--- config.mk ---
export PLATFORM = sky130hd
export DESIGN_NAME = uart_rx_core
export DESIGN_NICKNAME = d
export VERILOG_FILES = /design/src/rtl/uart_rx_core.sv
export SDC_FILE = /design/constraint.sdc
export NUM_CORES = 1
export LEC_CHECK = 0
export BUFFER_PORTS_ARGS = -buffer_cell sky130_fd_sc_hd__clkbuf_2
export CELL_PAD_IN_SITES_DETAIL_PLACEMENT = 1
export CELL_PAD_IN_SITES_GLOBAL_PLACEMENT = 1
export CORE_MARGIN = 5
export CORE_UTILIZATION = 31
export CTS_BUF_LIST = sky130_fd_sc_hd__clkbuf_4
export DETAILED_ROUTE_END_ITERATION = 10
export GPL_ROUTABILITY_DRIVEN = 1
export HOLD_SLACK_MARGIN = 0.15
export PLACE_DENSITY_LB_ADDON = 0.15
export REMOVE_ABC_BUFFERS = 1
export SLEW_MARGIN = 20
export SYNTH_ARGS = -nofsm -noshare
export SYNTH_HDL_FRONTEND = slang
export SYNTH_SLANG_ARGS = --single-unit
--- constraint.sdc ---
create_clock -name CLK -period 2 [get_ports CLK]
set_input_delay 0.3 -clock CLK [delete_from_list [all_inputs] [get_ports CLK]]
set_output_delay 0.3 -clock CLK [all_outputs]
set_load 0.01 [all_outputs]
--- src/rtl/uart_rx_core.sv ---
// uart_rx_core: oversampling UART receiver (start, 8 data LSB first, optional parity, stop).
// Optional build macro UART_RX_MAJORITY_EN: 2-of-3 majority vote around the bit centre;
// when undefined a single centre sample is used with identical timing.
// OVERSAMPLE: even, >= 6. The frame verdict is registered one tick before the last stop tick,
// so every output is driven from a flop.
module uart_rx_core #(
   parameter int unsigned OVERSAMPLE = 8
) (
   input  logic       CLK,
   input  logic       RST,
   input  logic       RX_IN,
   input  logic       PAR_EN,
   input  logic       PAR_TYP,
   output logic [7:0] P_DATA,
   output logic       DATA_VALID,
   output logic       PAR_ERR,
   output logic       STP_ERR
);

   localparam int unsigned EW = $clog2(OVERSAMPLE);
   localparam logic [EW-1:0] EDGE_LAST = EW'(OVERSAMPLE - 1);
   localparam logic [EW-1:0] EDGE_PRE  = EW'(OVERSAMPLE - 2);
   localparam logic [EW-1:0] EDGE_MID  = EW'(OVERSAMPLE / 2);
   localparam logic [EW-1:0] EDGE_RES  = EW'(OVERSAMPLE / 2 + 1);

   typedef enum logic [2:0] {IDLE, START, DATA, PARITY, STOP} state_t;

   state_t        state, state_nx;
   logic [EW-1:0] edge_cnt, edge_cnt_nx;
   logic [2:0]    bit_cnt, bit_cnt_nx;
   logic [7:0]    shift_q, shift_nx;
   logic          pen_q, pen_nx;
   logic          ptyp_q, ptyp_nx;
   logic          par_bad_q, par_bad_nx;
   logic          stop_q, stop_nx;
   logic          s_mid_q;
   logic          bit_val;
   logic          stop_now;
   logic [7:0]    p_data_nx;
   logic          dv_nx, pe_nx, se_nx;

`ifdef UART_RX_MAJORITY_EN
   localparam logic [EW-1:0] EDGE_EARLY = EW'(OVERSAMPLE / 2 - 1);
   logic s_early_q;

   // Capture the two early votes; the third vote is the live line at the resolve tick.
   always_ff @(posedge CLK) begin
      if (RST) begin
         s_early_q <= 1'b1;
         s_mid_q   <= 1'b1;
      end else begin
         if (edge_cnt == EDGE_EARLY) s_early_q <= RX_IN;
         if (edge_cnt == EDGE_MID)   s_mid_q   <= RX_IN;
      end
   end

   // 2-of-3 majority, valid at the resolve tick.
   always_comb begin
      bit_val = (s_early_q & s_mid_q) | (s_early_q & RX_IN) | (s_mid_q & RX_IN);
   end
`else
   // Single centre sample, held one tick so the resolve tick matches the majority build.
   always_ff @(posedge CLK) begin
      if (RST)                        s_mid_q <= 1'b1;
      else if (edge_cnt == EDGE_MID)  s_mid_q <= RX_IN;
   end

   // Resolved bit is the held centre sample.
   always_comb begin
      bit_val = s_mid_q;
   end
`endif

   // Frame state, counters, shift register and registered outputs.
   always_ff @(posedge CLK) begin
      if (RST) begin
         state      <= IDLE;
         edge_cnt   <= '0;
         bit_cnt    <= '0;
         shift_q    <= '0;
         pen_q      <= 1'b0;
         ptyp_q     <= 1'b0;
         par_bad_q  <= 1'b0;
         stop_q     <= 1'b1;
         P_DATA     <= 8'h00;
         DATA_VALID <= 1'b0;
         PAR_ERR    <= 1'b0;
         STP_ERR    <= 1'b0;
      end else begin
         state      <= state_nx;
         edge_cnt   <= edge_cnt_nx;
         bit_cnt    <= bit_cnt_nx;
         shift_q    <= shift_nx;
         pen_q      <= pen_nx;
         ptyp_q     <= ptyp_nx;
         par_bad_q  <= par_bad_nx;
         stop_q     <= stop_nx;
         P_DATA     <= p_data_nx;
         DATA_VALID <= dv_nx;
         PAR_ERR    <= pe_nx;
         STP_ERR    <= se_nx;
      end
   end

   // Next-state, datapath updates and the end-of-frame verdict.
   always_comb begin
      state_nx    = state;
      edge_cnt_nx = (edge_cnt == EDGE_LAST) ? '0 : edge_cnt + EW'(1);
      bit_cnt_nx  = bit_cnt;
      shift_nx    = shift_q;
      pen_nx      = pen_q;
      ptyp_nx     = ptyp_q;
      par_bad_nx  = par_bad_q;
      stop_nx     = stop_q;
      p_data_nx   = P_DATA;
      dv_nx       = 1'b0;
      pe_nx       = 1'b0;
      se_nx       = 1'b0;
      // Stop value bypass covers OVERSAMPLE=6, where resolve and verdict ticks coincide.
      stop_now    = (edge_cnt == EDGE_RES) ? bit_val : stop_q;

      case (state)
         IDLE: begin
            edge_cnt_nx = '0;
            bit_cnt_nx  = '0;
            if (!RX_IN) begin
               state_nx    = START;
               edge_cnt_nx = EW'(1);
               pen_nx      = PAR_EN;
               ptyp_nx     = PAR_TYP;
               par_bad_nx  = 1'b0;
            end
         end
         START: begin
            if ((edge_cnt == EDGE_RES) && bit_val) begin
               state_nx    = IDLE;
               edge_cnt_nx = '0;
            end else if (edge_cnt == EDGE_LAST) begin
               state_nx = DATA;
            end
         end
         DATA: begin
            if (edge_cnt == EDGE_RES) shift_nx = {bit_val, shift_q[7:1]};
            if (edge_cnt == EDGE_LAST) begin
               bit_cnt_nx = bit_cnt + 3'd1;
               if (bit_cnt == 3'd7) state_nx = pen_q ? PARITY : STOP;
            end
         end
         PARITY: begin
            if (edge_cnt == EDGE_RES) par_bad_nx = bit_val != ((^shift_q) ^ ptyp_q);
            if (edge_cnt == EDGE_LAST) state_nx = STOP;
         end
         STOP: begin
            if (edge_cnt == EDGE_RES) stop_nx = bit_val;
            if (edge_cnt == EDGE_PRE) begin
               se_nx = !stop_now;
               pe_nx = par_bad_q;
               if (stop_now && !par_bad_q) begin
                  dv_nx     = 1'b1;
                  p_data_nx = shift_q;
               end
            end
            if (edge_cnt == EDGE_LAST) state_nx = IDLE;
         end
         default: begin
            state_nx    = IDLE;
            edge_cnt_nx = '0;
         end
      endcase
   end

endmodule

==> key figures, run 1 <==
Clock network
  • H-Tree Depth: 2
  • Clock latency on the worst-skew pair: 0.32 ns
  • Number of setup buffers added after CTS: 0
  • Clk pin slew, worst setup/hold paths: 0.10 ns
  • Root Buffer: clkbuf_4
  • Clock sink count: 33
  • Total CTS buffers: 5
  • Clock Path Buffers: 2
  • CTS tree: done

Logic synthesis
  • Largest area contributor in the netlist: dfxtp_1
  • Cell area after synthesis: 1520 um2
  • Number of enable flip-flop cells after synthesis: 0
  • Seq/Total Area, Yosys: 0.435
  • Ys flop type: dfxtp_1
  • Count of different cell masters after synthesis: 40
  • Asr flop ratio synth: 0
  • Synth top area share: 0.435
  • Ranking of synthesized cells by area: dfxtp_1, mux2i_1, ha_1
  • Yosys warnings: 0
  • Flops & latches, synth: 33
  • Avg Cell Area, Syn: 9.92 um2
  • Syn Inst Count: 153

Route
  • Final WL: 3.43 mm
  • Routed Antenna Nets: 0
  • Iter 0 DRT Violations: 39
  • Via count: 1,148
  • Wirelength per Cell: 14.2 um
  • Via-to-Cell Ratio: 4.74
  • DRC: 0
  • 1st-pass router iterations: 3

Placement
  • GP Congestion: 0.710
  • Post-Place Cells: 234
  • HPWL after DPL: 2.56 mm
  • I/O Buffers: 15

Cells and area
  • Inserted Diodes: 0
  • Final non-filler cell total: 242
  • Commonest non-fill, non-tap cells in the layout: dfxtp_1, nor2_1, mux2i_1, clkbuf_2, o21ai_0
  • Share of layout cells above drive strength 1: 0.206
  • Area occupied by multi-input gates: 786 um2
  • Commonest non-fill, non-tap cell in the layout: dfxtp_1
  • Register area: 661 um2
  • Area growth syn-to-layout: 15.5%
  • Fill cell count: 554
  • Final net count: 186
  • Fin util: 0.371

Status
  • Status: finished clean

Setup path
  • Crit path from: edge_cnt[1]$_SDFF_PP0_
  • CP endpoint: P_DATA[4]$_SDFFE_PP0P_
  • Data required, critical path: 2.21 ns
  • Reg2reg setup slack: 0.14 ns
  • Critical path arrival: 2.07 ns
  • R2R depth: 7
  • CP cell instances: inv_1 -> ha_1 -> a21bo_2 -> a2111oi_4 -> buf_12 -> mux2i_1 -> nor2_1
  • Reg-to-reg startpoint: edge_cnt[1]$_SDFF_PP0_
  • Crit start category: flip-flop
  • RR Endpoint: P_DATA[4]$_SDFFE_PP0P_
  • Critical path class: flip-flop to flip-flop
  • Slowest CP cell: a2111oi_4
  • Nature of the critical path endpoint: flip-flop
  • CP peak stage delay: 0.39 ns
  • Crit Path Max Fanout: 8

Pwr
  • Leak: 0.677 nW
  • Worst VDD drop: 0.383 mV
  • PD cells: 633 nW/um2

Die
  • Floorplan row count: 25
  • Core box area: 4720 um2
  • Die height: 80.0 um
  • Die Width: 80.0 um
  • I/O pins: 16
  • Full die area: 6400 um2
  • Starting Density: 0.321

Timing
  • Clock skew: 0.00428 ns
  • Min cycle time layout: 1.86 ns
  • Fin Hold WS: 0.211 ns
  • Fin crit share: 0.930
  • Measured slew at the worst slew-check pin: 0.443 ns
  • Hold Violations, Final: 0
  • Fmax achieved: 0.538 GHz
  • RSZ-0062 raised after global routing: no
  • Max Slew Vio Count: 0
  • Setup violators final: 0
  • Slew HR: 0.705
  • Setup TNS: 0 ns

Global route
  • Overall Global Routing Usage: 0.122
  • Vias in the first global route: 1,259
  • Largest net degree at the start of global routing: 29
  • First-pass GRT wire length: 5.98 mm
  • Total gr overflow: 0
  • Initial antenna violation count: 0

Hold path
  • Worst min-delay path category: input port to flip-flop

Run
  • Max-capacitance violation count: 0
worst min-delay path by stage:
stage	startpoint	cells after the start	slack, ns	to
3_5_place_dp	P_DATA[3]$_SDFFE_PP0P_	2	0.49	P_DATA[3]$_SDFFE_PP0P_
2_1_floorplan	RST	1	0.37	bit_cnt[0]$_SDFFE_PP0P_
6_report	PAR_TYP	3	0.21	ptyp_q$_SDFFE_PP0N_
5_1_grt	PAR_EN	3	0.20	pen_q$_SDFFE_PP0N_
3_3_place_gp	bit_cnt[1]$_SDFFE_PP0P_	2	0.47	bit_cnt[1]$_SDFFE_PP0P_
4_1_cts	PAR_TYP	3	0.19	ptyp_q$_SDFFE_PP0N_
cell families (layout without fill, tap and decap cells):
family | count (synthesis) | in the layout | synth area share
compound gates | 25 | 25 | 0.124
xor+xnor | 8 | 8 | 0.0552
fa+ha+maj | 7 | 7 | 0.0577
buf+inv | 14 | 36 | 0.0470
flops | 33 | 33 | 0.435
mux | 18 | 18 | 0.119
simple gates | 48 | 48 | 0.162
routing by layer:
| layer | GRT usage | up-vias | wire length (um) |
|---|---|---|---|
| li1 | - | 574 | - |
| met1 | 0.135 | 555 | 1530 |
| met2 | 0.214 | 15 | 1750 |
| met3 | 0.0406 | 4 | 106 |
| met4 | 0.0456 | 0 | 46 |
| met5 | 0 | - | 0 |
Yosys cell counts, types with 4 or more instances:
| library cell | n |
|---|---|
| dfxtp_1 | 33 |
| nor2b_1 | 4 |
| a21oi_1 | 5 |
| ha_1 | 7 |
| o21ai_0 | 9 |
| nor2_1 | 22 |
| mux2i_1 | 18 |
| clkbuf_1 | 4 |
| xnor2_1 | 6 |
| inv_1 | 6 |
power breakdown:
part           leakage (nW)  total [mW]  switching (mW)  internal [mW]
combinational         0.378      0.0594          0.0351         0.0242
sequential            0.267       0.669         0.00530          0.664
clock                0.0324       0.381           0.215          0.166
worst max-delay path: cells and delay by family (launching register included):
family                     cells  cell delay (ns)
adders and majority gates      1             0.22
AOI/OAI and AO/OA              2             0.65
and+or+nand+nor                1             0.06
buffers and inverters          2             0.26
DFF                            1             0.37
muxes                          1             0.18
layout make-up:
cell class / count / area share
inverters: 6 / 0.0128
repair buffers: 22 / 0.0799
multi-input cells: 106 / 0.448
clock buffers: 7 / 0.0300
well taps: 67 / 0.0478
clock inverters: 1 / 0.00428
flip-flops and latches: 33 / 0.377
sequential cells by signal, summed over array words and instances (netlist names):
signal	count
DATA_VALID	1
PAR_ERR	1
P_DATA	8
STP_ERR	1
bit_cnt	3
bit_val	1
edge_cnt	3
par_bad_q	1
pen_q	1
ptyp_q	1
shift_q	8
state	3
stop_q	1
repair_timing:
item	4_1_cts	5_1_grt
setup endpoints to repair	0	2
resized for setup	0	0
hold buffers	0	0
through the flow:
stage | total power, mW | setup WS, ns | instance area, um2
after floorplan | 0.714 | 0.0706 | 1470
after detailed placement | 0.745 | 0.0835 | 1690
after global placement | 0.742 | 0.209 | 1690
after CTS | 1.14 | 0.0604 | 1750
after global routing | 1.17 | 0.0242 | 1750
final | 1.11 | 0.141 | 1750
(Power assumes the default switching activity.)
==> run 2: changes to the inputs <==
--- a/config.mk
+++ b/config.mk
@@ -12,7 +12,6 @@
 export CORE_UTILIZATION = 31
 export CTS_BUF_LIST = sky130_fd_sc_hd__clkbuf_4
 export DETAILED_ROUTE_END_ITERATION = 10
-export GPL_ROUTABILITY_DRIVEN = 1
 export HOLD_SLACK_MARGIN = 0.15
 export PLACE_DENSITY_LB_ADDON = 0.15
 export REMOVE_ABC_BUFFERS = 1
==> constraint.sdc (replaced) <==
create_clock -name CLK -period 2.1 [get_ports CLK]
set_input_delay 0.315 -clock CLK [delete_from_list [all_inputs] [get_ports CLK]]
set_output_delay 0.315 -clock CLK [all_outputs]
set_load 0.01 [all_outputs]
==> run 2 against run 1 <==
Net effect: first-iteration DRC count fell by 26%; die area did not move; core utilization rose by 0.13 points; critical path depth did not move; sequential share of layout area fell by 0.13 points; non-clock buffer count did not move; combinational power fell by 5.9%; fmax fell by 1.7%; critical path type unchanged; final area rose by 0.36%; clock power rose by 27%; via count rose by 0.26%.
==> key figures, run 2 (synthesis gave the netlist of run 1 again) <==
Route
  • Wirelength per Cell: 13.6 um (was 14.2 um)
  • DRC: 0 (unchanged)
  • Via-to-Cell Ratio: 4.76 (was 4.74)
  • Final WL: 3.28 mm (was 3.43 mm)
  • Routed Antenna Nets: 0 (unchanged)
  • Iter 0 DRT Violations: 29 (was 39)
  • Via count: 1,151 (was 1,148)
  • 1st-pass router iterations: 4 (was 3)

Timing
  • Min cycle time layout: 1.89 ns (was 1.86 ns)
  • Fin Hold WS: 0.219 ns (was 0.211 ns)
  • Hold Violations, Final: 0 (unchanged)
  • Fmax achieved: 0.529 GHz (was 0.538 GHz)
  • RSZ-0062 raised after global routing: no (unchanged)
  • Max Slew Vio Count: 0 (unchanged)
  • Clock skew: 0.00847 ns (was 0.00428 ns)
  • Fin crit share: 0.901 (was 0.930)
  • Setup violators final: 0 (unchanged)
  • Slew HR: 0.728 (was 0.705)
  • Setup TNS: 0 ns (unchanged)
  • Measured slew at the worst slew-check pin: 0.407 ns (was 0.443 ns)

Cells and area
  • Commonest non-fill, non-tap cell in the layout: dfxtp_1 (unchanged)
  • Fill cell count: 561 (was 554)
  • Share of layout cells above drive strength 1: 0.200 (was 0.206)
  • Commonest non-fill, non-tap cells in the layout: dfxtp_1, nor2_1, mux2i_1, clkbuf_2, o21ai_0 (unchanged)
  • Inserted Diodes: 0 (unchanged)
  • Area growth syn-to-layout: 15.9% (was 15.5%)
  • Fin util: 0.372 (was 0.371)
  • Top flop regs: P_DATA (8), shift_q (8) (unchanged)
  • Final net count: 186 (unchanged)

Pwr
  • PD cells: 669 nW/um2 (was 633 nW/um2)
  • Leak: 0.685 nW (was 0.677 nW)
  • Overall power: 1.18 mW (was 1.11 mW)
  • Worst VDD drop: 0.253 mV (was 0.383 mV)

Die
  • Full die area: 6400 um2 (unchanged)
  • Die Width: 80.0 um (unchanged)
  • Floorplan row count: 25 (unchanged)
  • Core box area: 4720 um2 (unchanged)
  • Die height: 80.0 um (unchanged)
  • I/O pins: 16 (unchanged)
  • Starting Density: 0.321 (unchanged)

Global route
  • Initial antenna violation count: 0 (unchanged)
  • Vias in the first global route: 1,228 (was 1,259)
  • First-pass GRT wire length: 5.73 mm (was 5.98 mm)
  • Overall Global Routing Usage: 0.117 (was 0.122)
  • Total gr overflow: 0 (unchanged)
  • Largest net degree at the start of global routing: 24 (was 29)

Clock network
  • Clk pin slew, worst setup/hold paths: 0.11 ns (was 0.10 ns)
  • Clock Path Buffers: 2 (unchanged)
  • Clock latency on the worst-skew pair: 0.33 ns (was 0.32 ns)
  • PostCTS Resize Cnt: 0 (unchanged)
  • Root Buffer: clkbuf_4 (unchanged)
  • Number of setup buffers added after CTS: 0 (unchanged)
  • CTS Hold Buffers Added: 0 (unchanged)
  • Total CTS buffers: 5 (unchanged)
  • Clock sink count: 33 (unchanged)
  • CTS tree: done (unchanged)
  • H-Tree Depth: 2 (unchanged)

Setup path
  • R2R depth: 7 (unchanged)
  • Data required, critical path: 2.32 ns (was 2.21 ns)
  • Crit Path Max Fanout: 8 (unchanged)
  • Critical path class: flip-flop to flip-flop (unchanged)
  • Critical path arrival: 2.11 ns (was 2.07 ns)
  • RR Endpoint: P_DATA[4]$_SDFFE_PP0P_ (unchanged)
  • Crit path from: edge_cnt[1]$_SDFF_PP0_ (unchanged)
  • CP endpoint: P_DATA[4]$_SDFFE_PP0P_ (unchanged)
  • Reg2reg setup slack: 0.21 ns (was 0.14 ns)
  • Crit start category: flip-flop (unchanged)
  • Reg-to-reg startpoint: edge_cnt[1]$_SDFF_PP0_ (unchanged)
  • Nature of the critical path endpoint: flip-flop (unchanged)

Hold path
  • Worst min-delay path category: input port to flip-flop (unchanged)
  • Worst Hold Depth: 3 (unchanged)

Status
  • Status: finished clean (unchanged)

Placement
  • I/O Buffers: 15 (unchanged)
  • HPWL after DPL: 2.39 mm (was 2.56 mm)
  • GP Congestion: 0.676 (was 0.710)

Run
  • Max-capacitance violation count: 0 (unchanged)
[run 2: cell types whose count changed in the layout (fill, tap and decap cells not counted), sizes merged]
cell      before  now
clkbuf        22   21
clkinvlp       1    0
bufinv         0    1
clkinv         0    1
[run 2: cell type report]
| cell class | instances | area [um2] | area share |
|---|---|---|---|
| Multi-Input combinational cell | 106 | 786 | 0.447 |
| Clock buffer | 6 | 45.0 | 0.0256 |
| Clock inverter | 2 | 33.8 | 0.0192 |
| Timing Repair Buffer | 22 | 128 | 0.0725 |
| Inverter | 6 | 22.5 | 0.0128 |
| Tap cell | 67 | 83.8 | 0.0477 |
| Sequential cell | 33 | 661 | 0.376 |
[run 2: worst max-delay path, stage by stage, from the launching register on]
cell       delay, ns
dfxtp_1         0.37
inv_1           0.07
ha_1            0.22
a21bo_2         0.25
a2111oi_4       0.34
buf_4           0.25
mux2i_1         0.21
nor2_1          0.06
[run 2: worst min-delay path by stage]
stage,endpoint,from
floorplan,bit_cnt[0]$_SDFFE_PP0P_,RST
global placement,P_DATA[0]$_SDFFE_PP0P_,P_DATA[0]$_SDFFE_PP0P_
detailed placement,P_DATA[0]$_SDFFE_PP0P_,P_DATA[0]$_SDFFE_PP0P_
CTS,pen_q$_SDFFE_PP0N_,PAR_EN
global route,P_DATA[5]$_SDFFE_PP0P_,RST
finish,pen_q$_SDFFE_PP0N_,PAR_EN
[run 2: metal layers]
metal	track usage	up-vias	share of wire
li1	-	575	-
met4	0.0557	0	0.019
met5	0	-	0
met1	0.134	556	0.46
met3	0.0406	5	0.036
met2	0.194	15	0.49
[run 2: where the power goes]
part | total, mW | internal [mW] | switching (mW) | leakage, nW
Clock | 0.484 | 0.261 | 0.223 | 0.0433
Sequential | 0.637 | 0.632 | 0.00538 | 0.267
Combinational | 0.0559 | 0.0230 | 0.0330 | 0.375
Total | 1.18 | 0.916 | 0.262 | 0.685
[run 2: metrics by stage]
stage,instances,cell area [um2],setup slack (ns)
3_5_place_dp,234,1680,0.226
6_report,242,1760,0.209
4_1_cts,242,1760,0.188
3_3_place_gp,234,1680,0.310
2_1_floorplan,145,1470,0.171
5_1_grt,242,1760,0.0943
